===== src/rtl/mem_arbiter_pkg.sv =====
// rtl/mem_arbiter_pkg.sv - shared port indices, bus request type and index-width helper
// Contents: PORT_* indices of the core build, core bus widths, bus_req_t, idx_width().
package mem_arbiter_pkg;

  localparam int PORT_FETCH  = 0;
  localparam int PORT_DREAD  = 1;
  localparam int PORT_DWRITE = 2;

  localparam int BUS_ADDR_WIDTH = 32;
  localparam int BUS_DATA_WIDTH = 32;

  typedef struct packed {
    logic                      write;
    logic [BUS_ADDR_WIDTH-1:0] address;
    logic [BUS_DATA_WIDTH-1:0] data;
  } bus_req_t;

  // Width of an index into n entries; never below 1 so a depth of 1 still has a pointer bit.
  function automatic int idx_width(input int n);
    return (n <= 2) ? 1 : $clog2(n);
  endfunction

endpackage


===== src/rtl/mem_arbiter_if.sv =====
// rtl/mem_arbiter_if.sv - core-side request/response and memory-side bus interfaces
// mem_arbiter_req_if: req_enable/req_write/req_address/req_data (core->arbiter),
//   req_grant/resp_valid/resp_data (arbiter->core); master = core, slave = arbiter.
// mem_arbiter_bus_if: bus_enable/bus_write/bus_address/bus_data (arbiter->memory),
//   bus_ready/bus_resp_valid/bus_resp_data (memory->arbiter); master = arbiter, slave = memory.
interface mem_arbiter_req_if #(
  parameter int NUM_PORTS  = 3,
  parameter int ADDR_WIDTH = 32,
  parameter int DATA_WIDTH = 32
);
  logic [NUM_PORTS-1:0]                 req_enable;
  logic [NUM_PORTS-1:0]                 req_write;
  logic [NUM_PORTS-1:0][ADDR_WIDTH-1:0] req_address;
  logic [NUM_PORTS-1:0][DATA_WIDTH-1:0] req_data;
  logic [NUM_PORTS-1:0]                 req_grant;
  logic [NUM_PORTS-1:0]                 resp_valid;
  logic [DATA_WIDTH-1:0]                resp_data;

  modport master (
    output req_enable, req_write, req_address, req_data,
    input  req_grant, resp_valid, resp_data
  );

  modport slave (
    input  req_enable, req_write, req_address, req_data,
    output req_grant, resp_valid, resp_data
  );
endinterface

interface mem_arbiter_bus_if #(
  parameter int ADDR_WIDTH = 32,
  parameter int DATA_WIDTH = 32
);
  logic                  bus_enable;
  logic                  bus_write;
  logic [ADDR_WIDTH-1:0] bus_address;
  logic [DATA_WIDTH-1:0] bus_data;
  logic                  bus_ready;
  logic                  bus_resp_valid;
  logic [DATA_WIDTH-1:0] bus_resp_data;

  modport master (
    output bus_enable, bus_write, bus_address, bus_data,
    input  bus_ready, bus_resp_valid, bus_resp_data
  );

  modport slave (
    input  bus_enable, bus_write, bus_address, bus_data,
    output bus_ready, bus_resp_valid, bus_resp_data
  );
endinterface


===== src/rtl/mem_arbiter_tag_fifo.sv =====
// rtl/mem_arbiter_tag_fifo.sv - in-flight tag FIFO with same-cycle push/pop
// Ports: clock, reset (sync, active-high), push/push_data, pop, head (current front entry),
//   full, empty, count. Pop must only be asserted when not empty; push when full only together with pop.
module tag_fifo
  import mem_arbiter_pkg::*;
#(
  parameter  int DEPTH = 4,
  parameter  int WIDTH = 2,
  localparam int PW    = idx_width(DEPTH),
  localparam int CW    = $clog2(DEPTH + 1)
) (
  input  logic             clock,
  input  logic             reset,
  input  logic             push,
  input  logic [WIDTH-1:0] push_data,
  input  logic             pop,
  output logic [WIDTH-1:0] head,
  output logic             full,
  output logic             empty,
  output logic [CW-1:0]    count
);

  logic [WIDTH-1:0] mem [DEPTH];
  logic [PW-1:0]    wr_ptr;
  logic [PW-1:0]    rd_ptr;

  // Explicit wrap so non-power-of-two depths never step past the last entry.
  function automatic logic [PW-1:0] next_ptr(input logic [PW-1:0] p);
    return (p == PW'(DEPTH - 1)) ? '0 : p + PW'(1);
  endfunction

  always_ff @(posedge clock) begin
    if (push) begin
      mem[wr_ptr] <= push_data;
    end
  end

  always_ff @(posedge clock) begin
    if (reset) begin
      wr_ptr <= '0;
      rd_ptr <= '0;
      count  <= '0;
    end else begin
      if (push) begin
        wr_ptr <= next_ptr(wr_ptr);
      end
      if (pop) begin
        rd_ptr <= next_ptr(rd_ptr);
      end
      if (push && !pop) begin
        count <= count + CW'(1);
      end else if (pop && !push) begin
        count <= count - CW'(1);
      end
    end
  end

  assign head  = mem[rd_ptr];
  assign full  = (count == CW'(DEPTH));
  assign empty = (count == '0);

endmodule


===== src/rtl/mem_arbiter.sv =====
// rtl/mem_arbiter.sv - N-port memory arbiter with outstanding-transaction tracking
// Ports: clock, reset (sync, active-high); req (core side, slave modport): per-port requests,
//   one-hot req_grant and resp_valid, shared resp_data; bus (memory side, master modport):
//   registered bus request held until bus_ready, in-order bus responses;
//   outstanding = in-flight count; protocol_error = sticky response-without-request flag.
module mem_arbiter
  import mem_arbiter_pkg::*;
#(
  parameter  int NUM_PORTS       = 3,
  parameter  int ADDR_WIDTH      = BUS_ADDR_WIDTH,
  parameter  int DATA_WIDTH      = BUS_DATA_WIDTH,
  parameter  int MAX_OUTSTANDING = 4,
  parameter  int PRIORITY_MODE   = 0,
  localparam int PIW             = idx_width(NUM_PORTS),
  localparam int CW              = $clog2(MAX_OUTSTANDING + 1)
) (
  input  logic              clock,
  input  logic              reset,
  mem_arbiter_req_if.slave  req,
  mem_arbiter_bus_if.master bus,
  output logic [CW-1:0]     outstanding,
  output logic              protocol_error
);

  if (ADDR_WIDTH != BUS_ADDR_WIDTH || DATA_WIDTH != BUS_DATA_WIDTH ||
      NUM_PORTS < 2 || NUM_PORTS > 8 ||
      MAX_OUTSTANDING < 1 || MAX_OUTSTANDING > 16) begin : g_bad_params
    $error("mem_arbiter: unsupported parameter combination");
  end

  bus_req_t       bus_q;
  logic           bus_en_q;
  logic [PIW-1:0] rr_ptr;

  logic           fifo_full;
  logic           fifo_empty;
  logic [PIW-1:0] fifo_head;

  logic           slot_free;
  logic           pop;
  logic           arb;
  logic           found;
  logic [PIW-1:0] win;
  logic [PIW-1:0] cand;
  int             base;
  int             scan;

  // Scan from the round-robin pointer (or from 0 in fixed mode) and take the first requester.
  always_comb begin
    found = 1'b0;
    win   = '0;
    cand  = '0;
    base  = (PRIORITY_MODE != 0) ? 0 : int'(rr_ptr);
    scan  = 0;
    for (int i = 0; i < NUM_PORTS; i++) begin
      scan = base + i;
      if (scan >= NUM_PORTS) begin
        scan = scan - NUM_PORTS;
      end
      cand = PIW'(scan);
      if (!found && req.req_enable[cand]) begin
        found = 1'b1;
        win   = cand;
      end
    end
  end

  // Issue slot frees in the same cycle the held request is accepted, giving 1/cycle issue.
  // A pop in the same cycle makes room for a push even when the tag FIFO is full.
  always_comb begin
    slot_free = !bus_en_q || bus.bus_ready;
    pop       = !reset && bus.bus_resp_valid && !fifo_empty;
    arb       = !reset && slot_free && found && (!fifo_full || pop);
  end

  always_comb begin
    req.req_grant  = arb ? (NUM_PORTS'(1) << win) : '0;
    req.resp_valid = pop ? (NUM_PORTS'(1) << fifo_head) : '0;
    req.resp_data  = pop ? bus.bus_resp_data : '0;
  end

  always_ff @(posedge clock) begin
    if (reset) begin
      bus_en_q       <= 1'b0;
      bus_q          <= '0;
      rr_ptr         <= '0;
      protocol_error <= 1'b0;
    end else begin
      if (arb) begin
        bus_en_q <= 1'b1;
        bus_q    <= '{write:   req.req_write[win],
                      address: req.req_address[win],
                      data:    req.req_data[win]};
        rr_ptr   <= (win == PIW'(NUM_PORTS - 1)) ? '0 : win + PIW'(1);
      end else if (bus_en_q && bus.bus_ready) begin
        bus_en_q <= 1'b0;
      end
      if (bus.bus_resp_valid && fifo_empty) begin
        protocol_error <= 1'b1;
      end
    end
  end

  assign bus.bus_enable  = bus_en_q;
  assign bus.bus_write   = bus_q.write;
  assign bus.bus_address = bus_q.address;
  assign bus.bus_data    = bus_q.data;

  tag_fifo #(
    .DEPTH (MAX_OUTSTANDING),
    .WIDTH (PIW)
  ) u_tags (
    .clock     (clock),
    .reset     (reset),
    .push      (arb),
    .push_data (win),
    .pop       (pop),
    .head      (fifo_head),
    .full      (fifo_full),
    .empty     (fifo_empty),
    .count     (outstanding)
  );

endmodule


===== src/flat_wrapper.sv =====
// flat-port wrapper written by rule: the top's interface ports become plain ports
module mem_arbiter_flat import mem_arbiter_pkg::*;
#(
  parameter  int NUM_PORTS       = 3,
  parameter  int ADDR_WIDTH      = BUS_ADDR_WIDTH,
  parameter  int DATA_WIDTH      = BUS_DATA_WIDTH,
  parameter  int MAX_OUTSTANDING = 4,
  parameter  int PRIORITY_MODE   = 0,
  localparam int PIW             = idx_width(NUM_PORTS),
  localparam int CW              = $clog2(MAX_OUTSTANDING + 1)
)
  (clock, reset, outstanding, protocol_error, req_req_enable, req_req_write, req_req_address, req_req_data, req_req_grant, req_resp_valid, req_resp_data, bus_bus_enable, bus_bus_write, bus_bus_address, bus_bus_data, bus_bus_ready, bus_bus_resp_valid, bus_bus_resp_data);
  mem_arbiter_req_if #(.NUM_PORTS(NUM_PORTS), .ADDR_WIDTH(ADDR_WIDTH), .DATA_WIDTH(DATA_WIDTH)) req_i ();
  mem_arbiter_bus_if #(.ADDR_WIDTH(ADDR_WIDTH), .DATA_WIDTH(DATA_WIDTH)) bus_i ();
  input  logic clock;
  input  logic reset;
  output logic [CW-1:0] outstanding;
  output logic protocol_error;
  input wire logic [$bits(req_i.req_enable)-1:0] req_req_enable;
  input wire logic [$bits(req_i.req_write)-1:0] req_req_write;
  input wire logic [$bits(req_i.req_address)-1:0] req_req_address;
  input wire logic [$bits(req_i.req_data)-1:0] req_req_data;
  output wire logic [$bits(req_i.req_grant)-1:0] req_req_grant;
  output wire logic [$bits(req_i.resp_valid)-1:0] req_resp_valid;
  output wire logic [$bits(req_i.resp_data)-1:0] req_resp_data;
  output wire logic [$bits(bus_i.bus_enable)-1:0] bus_bus_enable;
  output wire logic [$bits(bus_i.bus_write)-1:0] bus_bus_write;
  output wire logic [$bits(bus_i.bus_address)-1:0] bus_bus_address;
  output wire logic [$bits(bus_i.bus_data)-1:0] bus_bus_data;
  input wire logic [$bits(bus_i.bus_ready)-1:0] bus_bus_ready;
  input wire logic [$bits(bus_i.bus_resp_valid)-1:0] bus_bus_resp_valid;
  input wire logic [$bits(bus_i.bus_resp_data)-1:0] bus_bus_resp_data;
  assign req_i.req_enable = req_req_enable;
  assign req_i.req_write = req_req_write;
  assign req_i.req_address = req_req_address;
  assign req_i.req_data = req_req_data;
  assign req_req_grant = req_i.req_grant;
  assign req_resp_valid = req_i.resp_valid;
  assign req_resp_data = req_i.resp_data;
  assign bus_bus_enable = bus_i.bus_enable;
  assign bus_bus_write = bus_i.bus_write;
  assign bus_bus_address = bus_i.bus_address;
  assign bus_bus_data = bus_i.bus_data;
  assign bus_i.bus_ready = bus_bus_ready;
  assign bus_i.bus_resp_valid = bus_bus_resp_valid;
  assign bus_i.bus_resp_data = bus_bus_resp_data;
  mem_arbiter #(.NUM_PORTS(NUM_PORTS), .ADDR_WIDTH(ADDR_WIDTH), .DATA_WIDTH(DATA_WIDTH), .MAX_OUTSTANDING(MAX_OUTSTANDING), .PRIORITY_MODE(PRIORITY_MODE)) u_core (.clock(clock), .reset(reset), .req(req_i), .bus(bus_i), .outstanding(outstanding), .protocol_error(protocol_error));
endmodule

===== config.mk =====
export PLATFORM = sky130hd
export DESIGN_NAME = mem_arbiter_flat
export DESIGN_NICKNAME = d
export VERILOG_FILES = /design/src/rtl/mem_arbiter_pkg.sv /design/src/rtl/mem_arbiter_if.sv /design/src/rtl/mem_arbiter_tag_fifo.sv /design/src/rtl/mem_arbiter.sv /design/src/flat_wrapper.sv
export SDC_FILE = /design/constraint.sdc
export NUM_CORES = 1
export LEC_CHECK = 0
export ABC_CLOCK_PERIOD_IN_PS = 6050
export CORE_AREA = 4 4 130 132
export DETAILED_ROUTE_END_ITERATION = 7
export DIE_AREA = 0 0 134 136
export GPL_TIMING_DRIVEN = 0
export PLACE_DENSITY = 0.82
export SLEW_MARGIN = 10
export SYNTH_ARGS = -nofsm -noshare
export SYNTH_HDL_FRONTEND = slang
export SYNTH_SLANG_ARGS = --single-unit

===== constraint.sdc =====
create_clock -name clock -period 6.05 [get_ports clock]
set_clock_uncertainty 0.05 [all_clocks]
set_input_delay 0.605 -clock clock [delete_from_list [all_inputs] [get_ports clock]]
set_output_delay 0.605 -clock clock [all_outputs]
set_load 0.05 [all_outputs]

==> flow_metrics.tcl, run 1 <==
set metrics [dict create \
    status "finished clean" \
    worstPathRequired_ns 5.39 \
    grt_max_degree 15 \
    fill_cells 1466 \
    synth_area_leaders "dfxtp_1 34%, and2_1 9.6%, a221oi_1 6.2%, nand3b_1 5.6%, a22oi_1 5.5%" \
    grt.overflow.total 0 \
    ys_seq_area_share_pct 39.7 \
    synth-edff-count 8 \
    syn_avg_cell_area_um2 8.96 \
    rsz0062_at_grt "no" \
    start_util_pct 28.9 \
    area_delta_synth_final_pct 87.5 \
    powerDensity_nw_per_um2 480 \
    drive_gt1_share_pct 5.32 \
    dpl_cell_area_um2 8230 \
    instances_no_fill 1080 \
    cts_setup_buffers 0 \
    drt_first_pass_iters 4 \
    fp.dieW_um 134 \
    worst_r2r_path_depth 14 \
    hp-class "flip-flop to flip-flop" \
    holdBufCountCts 0 \
    r2r_slack_ns 2.42 \
    die_area_um2 18200 \
    ys_types 43 \
    ctsResizeCount 0 \
    r2r-end "u_core.u_tags.count[2]" \
    ant_nets 0 \
    port_buffers 341 \
    drc 0 \
    grt_pass1_vias 5354 \
    wl_per_cell_um 17.3 \
    place_inst 1064 \
    dieHeight_um 136 \
    ys_warn_count 0 \
    root_buffer "clkbuf_16" \
    cts_sinks 86 \
    endpoint "req_req_grant[0]" \
    num_vias 5262 \
    cts_max_level 3 \
    gp_congestion 0.810 \
    irDropWorstVdd_mv 0.254 \
    ys_async_sr_fraction_pct 0 \
    path_class "flip-flop to output port" \
    fin_setup_tns_ns 0 \
    min_period_over_period_pct 70.3 \
    maxSlewHeadroom_pct 49.2 \
    netlist_instances 507 \
    yosysTopAreaCell "dfxtp_1" \
    grt_pass1_wl_mm 27.8 \
    synth-seq-cells 86 \
    synth_commonest_cells "78 x dfxtp_1, 70 x and2_1, 35 x nand2_1" \
    finalNetCount 1104 \
    clkTransAtPathRegs_ns 0.06 \
    hold_slack_ns 0.419 \
    clockBufferDepth 2 \
    clock_latency_ns 0.33 \
    multiInputGateArea_um2 2480 \
    worstReg2RegStart "u_core.rr_ptr[0]" \
    start_kind "flip-flop" \
    maxCapViolations 0 \
    crit_chain "inv_1 -> ha_1 -> a21bo_1 -> o211ai_2 -> o31ai_2 -> nor4_4 -> buf_2 -> clkdlybuf4s50_1" \
    via_per_inst 4.87 \
    setup_ws_ns 1.80 \
    cts_buffers 9 \
    post-route-min-period_ns 4.25 \
    setup_viol 0 \
    synth_top_area_share_pct 34.4 \
    synth_area_um2 4540 \
    drv_slew 0 \
    path_max_fanout 10 \
    synth_fp_nets 752 \
    worst_path_largest_cell_delay_ns 0.85 \
    place_worst_setup_slack_ns 1.74 \
    drt_wl_total_mm 18.7 \
    regArea_um2 1800 \
    core_um2 15700 \
    antenna_found_initial 0 \
    crit_start "u_core.rr_ptr[0]" \
    cts_tree "yes" \
    ys.flop_type "dfxtp_1" \
    hold_viol 0 \
    antenna_cells 0 \
    worst_pin_slew_ns 0.757 \
    cpMaxStageDelayCell "clkdlybuf4s50_1" \
    fin_area_um2 8520 \
    pin_count 342 \
    synth_most_common_cell "dfxtp_1" \
    drt-initial-drc-count 195 \
    fmax_ghz 0.235 \
    p_leak_nw 3.03 \
    arrival_ns 3.60 \
    dp_hpwl_mm 15.2 \
    track_usage_pct 19.4 \
    rows 46 \
    worst_setup_path_end_kind "output port" \
]
==> kinds of logic after synthesis <==
kind of cell	Yosys count	share of synthesized area [%]
and+or+nand+nor	200	26.1
adders and majority gates	11	3.20
buffers and inverters	54	5.70
muxes	8	2.51
xor gates and xnor gates	2	0.386
DFF	86	39.7
AOI/OAI and AO/OA	146	22.4
==> worst min path at each step <==
stage / start / endpoint / slack, ns / cells past startpoint
finish: u_core.protocol_error / u_core.protocol_error / 0.42 / 2
global route: u_core.bus.bus_data[3] / u_core.bus.bus_data[3] / 0.44 / 2
CTS: u_core.protocol_error / u_core.protocol_error / 0.43 / 2
detailed placement: u_core.protocol_error / u_core.protocol_error / 0.41 / 2
global placement: u_core.protocol_error / u_core.protocol_error / 0.40 / 2
floorplan: u_core.rr_ptr[1] / u_core.rr_ptr[1] / 0.43 / 1
==> state kept, by name, indices dropped and copies added, names as in the netlist, named ones only <==
register / flops
u_core.bus.bus_address: 32
u_core.bus.bus_data: 32
u_core.bus.bus_enable: 1
u_core.bus.bus_write: 1
u_core.protocol_error: 1
u_core.rr_ptr: 2
u_core.u_tags.count: 3
u_core.u_tags.mem: 8
u_core.u_tags.rd_ptr: 2
u_core.u_tags.wr_ptr: 2
==> layout make-up <==
class,instances,area share (%)
clock buffers,10,2.69
flip-flops and latches,86,21.2
repair buffers,341,40.1
inverters,7,0.309
multi-input cells,367,29.1
well taps,216,3.17
clock inverters,6,0.735
plain buffers,47,2.73
==> power breakdown <==
part | switching [mW] | internal (mW)
registers | 0.128 | 0.816
logic | 1.64 | 0.954
clock network | 0.231 | 0.319
total | 2.00 | 2.09
==> cells in the final DEF (no fill, tap or decap), types with 3 or more instances in the layout <==
master,n
a21oi_1,4
a221oi_1,32
a22oi_1,33
a31oi_1,33
and2_1,70
buf_2,15
buf_6,4
clkbuf_1,27
clkbuf_16,9
clkdlybuf4s50_1,341
dfxtp_1,78
edfxtp_1,8
ha_1,10
inv_1,6
mux2i_1,4
nand2_1,35
nand2b_1,4
nand3_1,33
nand3b_1,34
nor2_1,8
nor3_1,4
nor3b_1,3
o21ai_0,5
o21ai_1,30
==> routing by layer <==
layer,track usage [%],up-vias,share of wire (%)
met5,0,-,0
met4,8.11,0,2.6
met3,6.74,33,9.7
met2,35.1,257,49
met1,20.7,2387,38
li1,-,2585,-
==> critical path: cells and delay by family, from the launching register on <==
| family | cells | cell delay, ns |
|---|---|---|
| compound gates | 3 | 0.57 |
| fa+ha+maj | 1 | 0.37 |
| buf+inv | 3 | 1.30 |
| flops | 1 | 0.43 |
| simple gates | 1 | 0.58 |
==> metrics by stage <==
stage | total power, mW | utilization [%]
after floorplan | 2.64 | -
after global placement | 3.54 | 52.3
after detailed placement | 3.57 | 52.3
after CTS | 4.14 | 54.2
after global routing | 4.34 | 54.2
final | 4.09 | 54.2
(Power assumes the default switching activity.)
==> run 2: changes to the inputs <==
ABC_CLOCK_PERIOD_IN_PS = 4100   (was 6050)
CORE_AREA = 4 4 132 134   (was 4 4 130 132)
DIE_AREA = 0 0 136 138   (was 0 0 134 136)
PLACE_DENSITY = 0.8   (was 0.82)
clock period = 4.1 ns   (was 6.05 ns; I/O delays follow)
==> flow_metrics.tcl, run 2 (same netlist as run 1, synthesis figures left out) <==
set metrics [dict create \
    dieHeight_um 138 \
    arrival_ns 3.43 \
    instances_no_fill 1084 \
    worst_path_largest_cell_delay_ns 0.84 \
    hp-class "flip-flop to flip-flop" \
    worst_setup_path_end_kind "output port" \
    post-route-min-period_ns 3.89 \
    num_vias 5287 \
    wl_per_cell_um 17.5 \
    irDropWorstVdd_mv 0.334 \
    drv_slew 0 \
    holdCritStartpoint "u_core.bus.bus_data[23]" \
    hold_viol 0 \
    maxCapViolations 0 \
    cts_setup_buffers 0 \
    grt_pass1_vias 5296 \
    grt_max_degree 15 \
    worstPathRequired_ns 3.64 \
    cpMaxStageDelayCell "clkdlybuf4s50_1" \
    cts_tree "yes" \
    root_buffer "clkbuf_16" \
    rsz0062_at_grt "no" \
    crit_chain "inv_1 -> ha_1 -> nor2b_1 -> o21a_1 -> nor4_4 -> or2_1 -> buf_2 -> buf_6 -> and2_1 -> clkdlybuf4s50_1" \
    clockBufferDepth 2 \
    clock_latency_ns 0.34 \
    p_leak_nw 3.05 \
    drive_gt1_share_pct 5.32 \
    core_um2 16300 \
    start_kind "flip-flop" \
    via_per_inst 4.88 \
    hold_depth 2 \
    rows 47 \
    drt_first_pass_iters 4 \
    start_util_pct 27.9 \
    r2r_slack_ns 0.53 \
    cts_buffers 9 \
    cts_max_level 3 \
    fin_setup_tns_ns 0 \
    dp_hpwl_mm 15.3 \
    min_period_over_period_pct 95.0 \
    fill_cells 1513 \
    worst_r2r_path_depth 14 \
    die_area_um2 18800 \
    setup_viol 0 \
    crit_start "u_core.rr_ptr[0]" \
    port_buffers 341 \
    fp.dieW_um 136 \
    final_cell_mix "340 x clkdlybuf4s50_1, 78 x dfxtp_1, 70 x and2_1" \
    worst_pin_slew_ns 0.658 \
    cts_sinks 86 \
    clkTransAtPathRegs_ns 0.06 \
    path_class "flip-flop to output port" \
    gp_congestion 0.808 \
    worstReg2RegStart "u_core.rr_ptr[0]" \
    grt_pass1_wl_mm 28.1 \
    path_max_fanout 10 \
    powerDensity_nw_per_um2 714 \
    fmax_ghz 0.257 \
    track_usage_pct 18.9 \
    area_delta_synth_final_pct 88.1 \
    ant_nets 0 \
    grt.overflow.total 0 \
    status "finished clean" \
    drc 0 \
    drt-initial-drc-count 210 \
    antenna_cells 0 \
    antenna_found_initial 0 \
    place_inst 1068 \
    maxSlewHeadroom_pct 55.8 \
    finalNetCount 1104 \
    layout_commonest_cell "clkdlybuf4s50_1" \
    drt_wl_total_mm 18.9 \
    pin_count 342 \
]
## run 2: changes by cell type in the layout (fill, tap and decap cells not counted), sizes merged
cell,before,now
bufinv,1,2
clkdlybuf4s50,341,340
clkinv,3,4
clkinvlp,2,0
dlygate4sd2,0,1
## run 2: report_power, final
part / internal [mW] / total [mW] / switching, mW
clock: 0.534 / 0.885 / 0.351
combinational: 1.40 / 3.83 / 2.42
sequential: 1.20 / 1.38 / 0.181
total: 3.14 / 6.10 / 2.96
## run 2: final timing paths
check                             to
min          u_core.bus.bus_data[23]
max reg2reg   u_core.u_tags.count[2]
max                 req_req_grant[1]
min reg2reg  u_core.bus.bus_data[23]
## run 2: metrics by stage
step	cell area [um^2]	power, mW	utilization (%)	setup WS [ns]	hold WS, ns
floorplan	4540	3.89	-	1.02	0.430
global placement	8230	5.22	50.5	0.175	0.412
detailed placement	8230	5.27	50.5	0.134	0.417
CTS	8540	6.17	52.5	0.122	0.428
global route	8540	6.46	52.5	0.00850	0.445
finish	8540	6.10	52.5	0.206	0.429
## run 2: final cells by class
class                   count  area, um^2  area share (%)
clock inverters             6        86.3            1.01
well taps                 220         275            3.22
repair buffers            341        3410            39.9
plain buffers              47         233            2.72
multi-input cells         367        2480            29.0
flip-flops and latches     86        1800            21.1
inverters                   7        26.3           0.308
clock buffers              10         229            2.68
## run 2: layer usage
metal / part of all wire (%) / track usage, %
met1: 38 / 20.5
met4: 2.5 / 6.74
met5: 0 / 0
met2: 49 / 33.6
met3: 11 / 6.72
## run 2: critical path: cells and delay by family (launching register included)
kind            cells  cell delay [ns]
compound gates      1             0.22
fa+ha+maj           1             0.39
buf+inv             4             1.26
flops               1             0.41
simple gates        4             0.82
## run 2: repair_timing
action                     in CTS  in global routing
setup endpoints to repair       1                  0
hold endpoints to repair        0                  0
gates resized for setup         1                  0
hold buffers                    0                  0
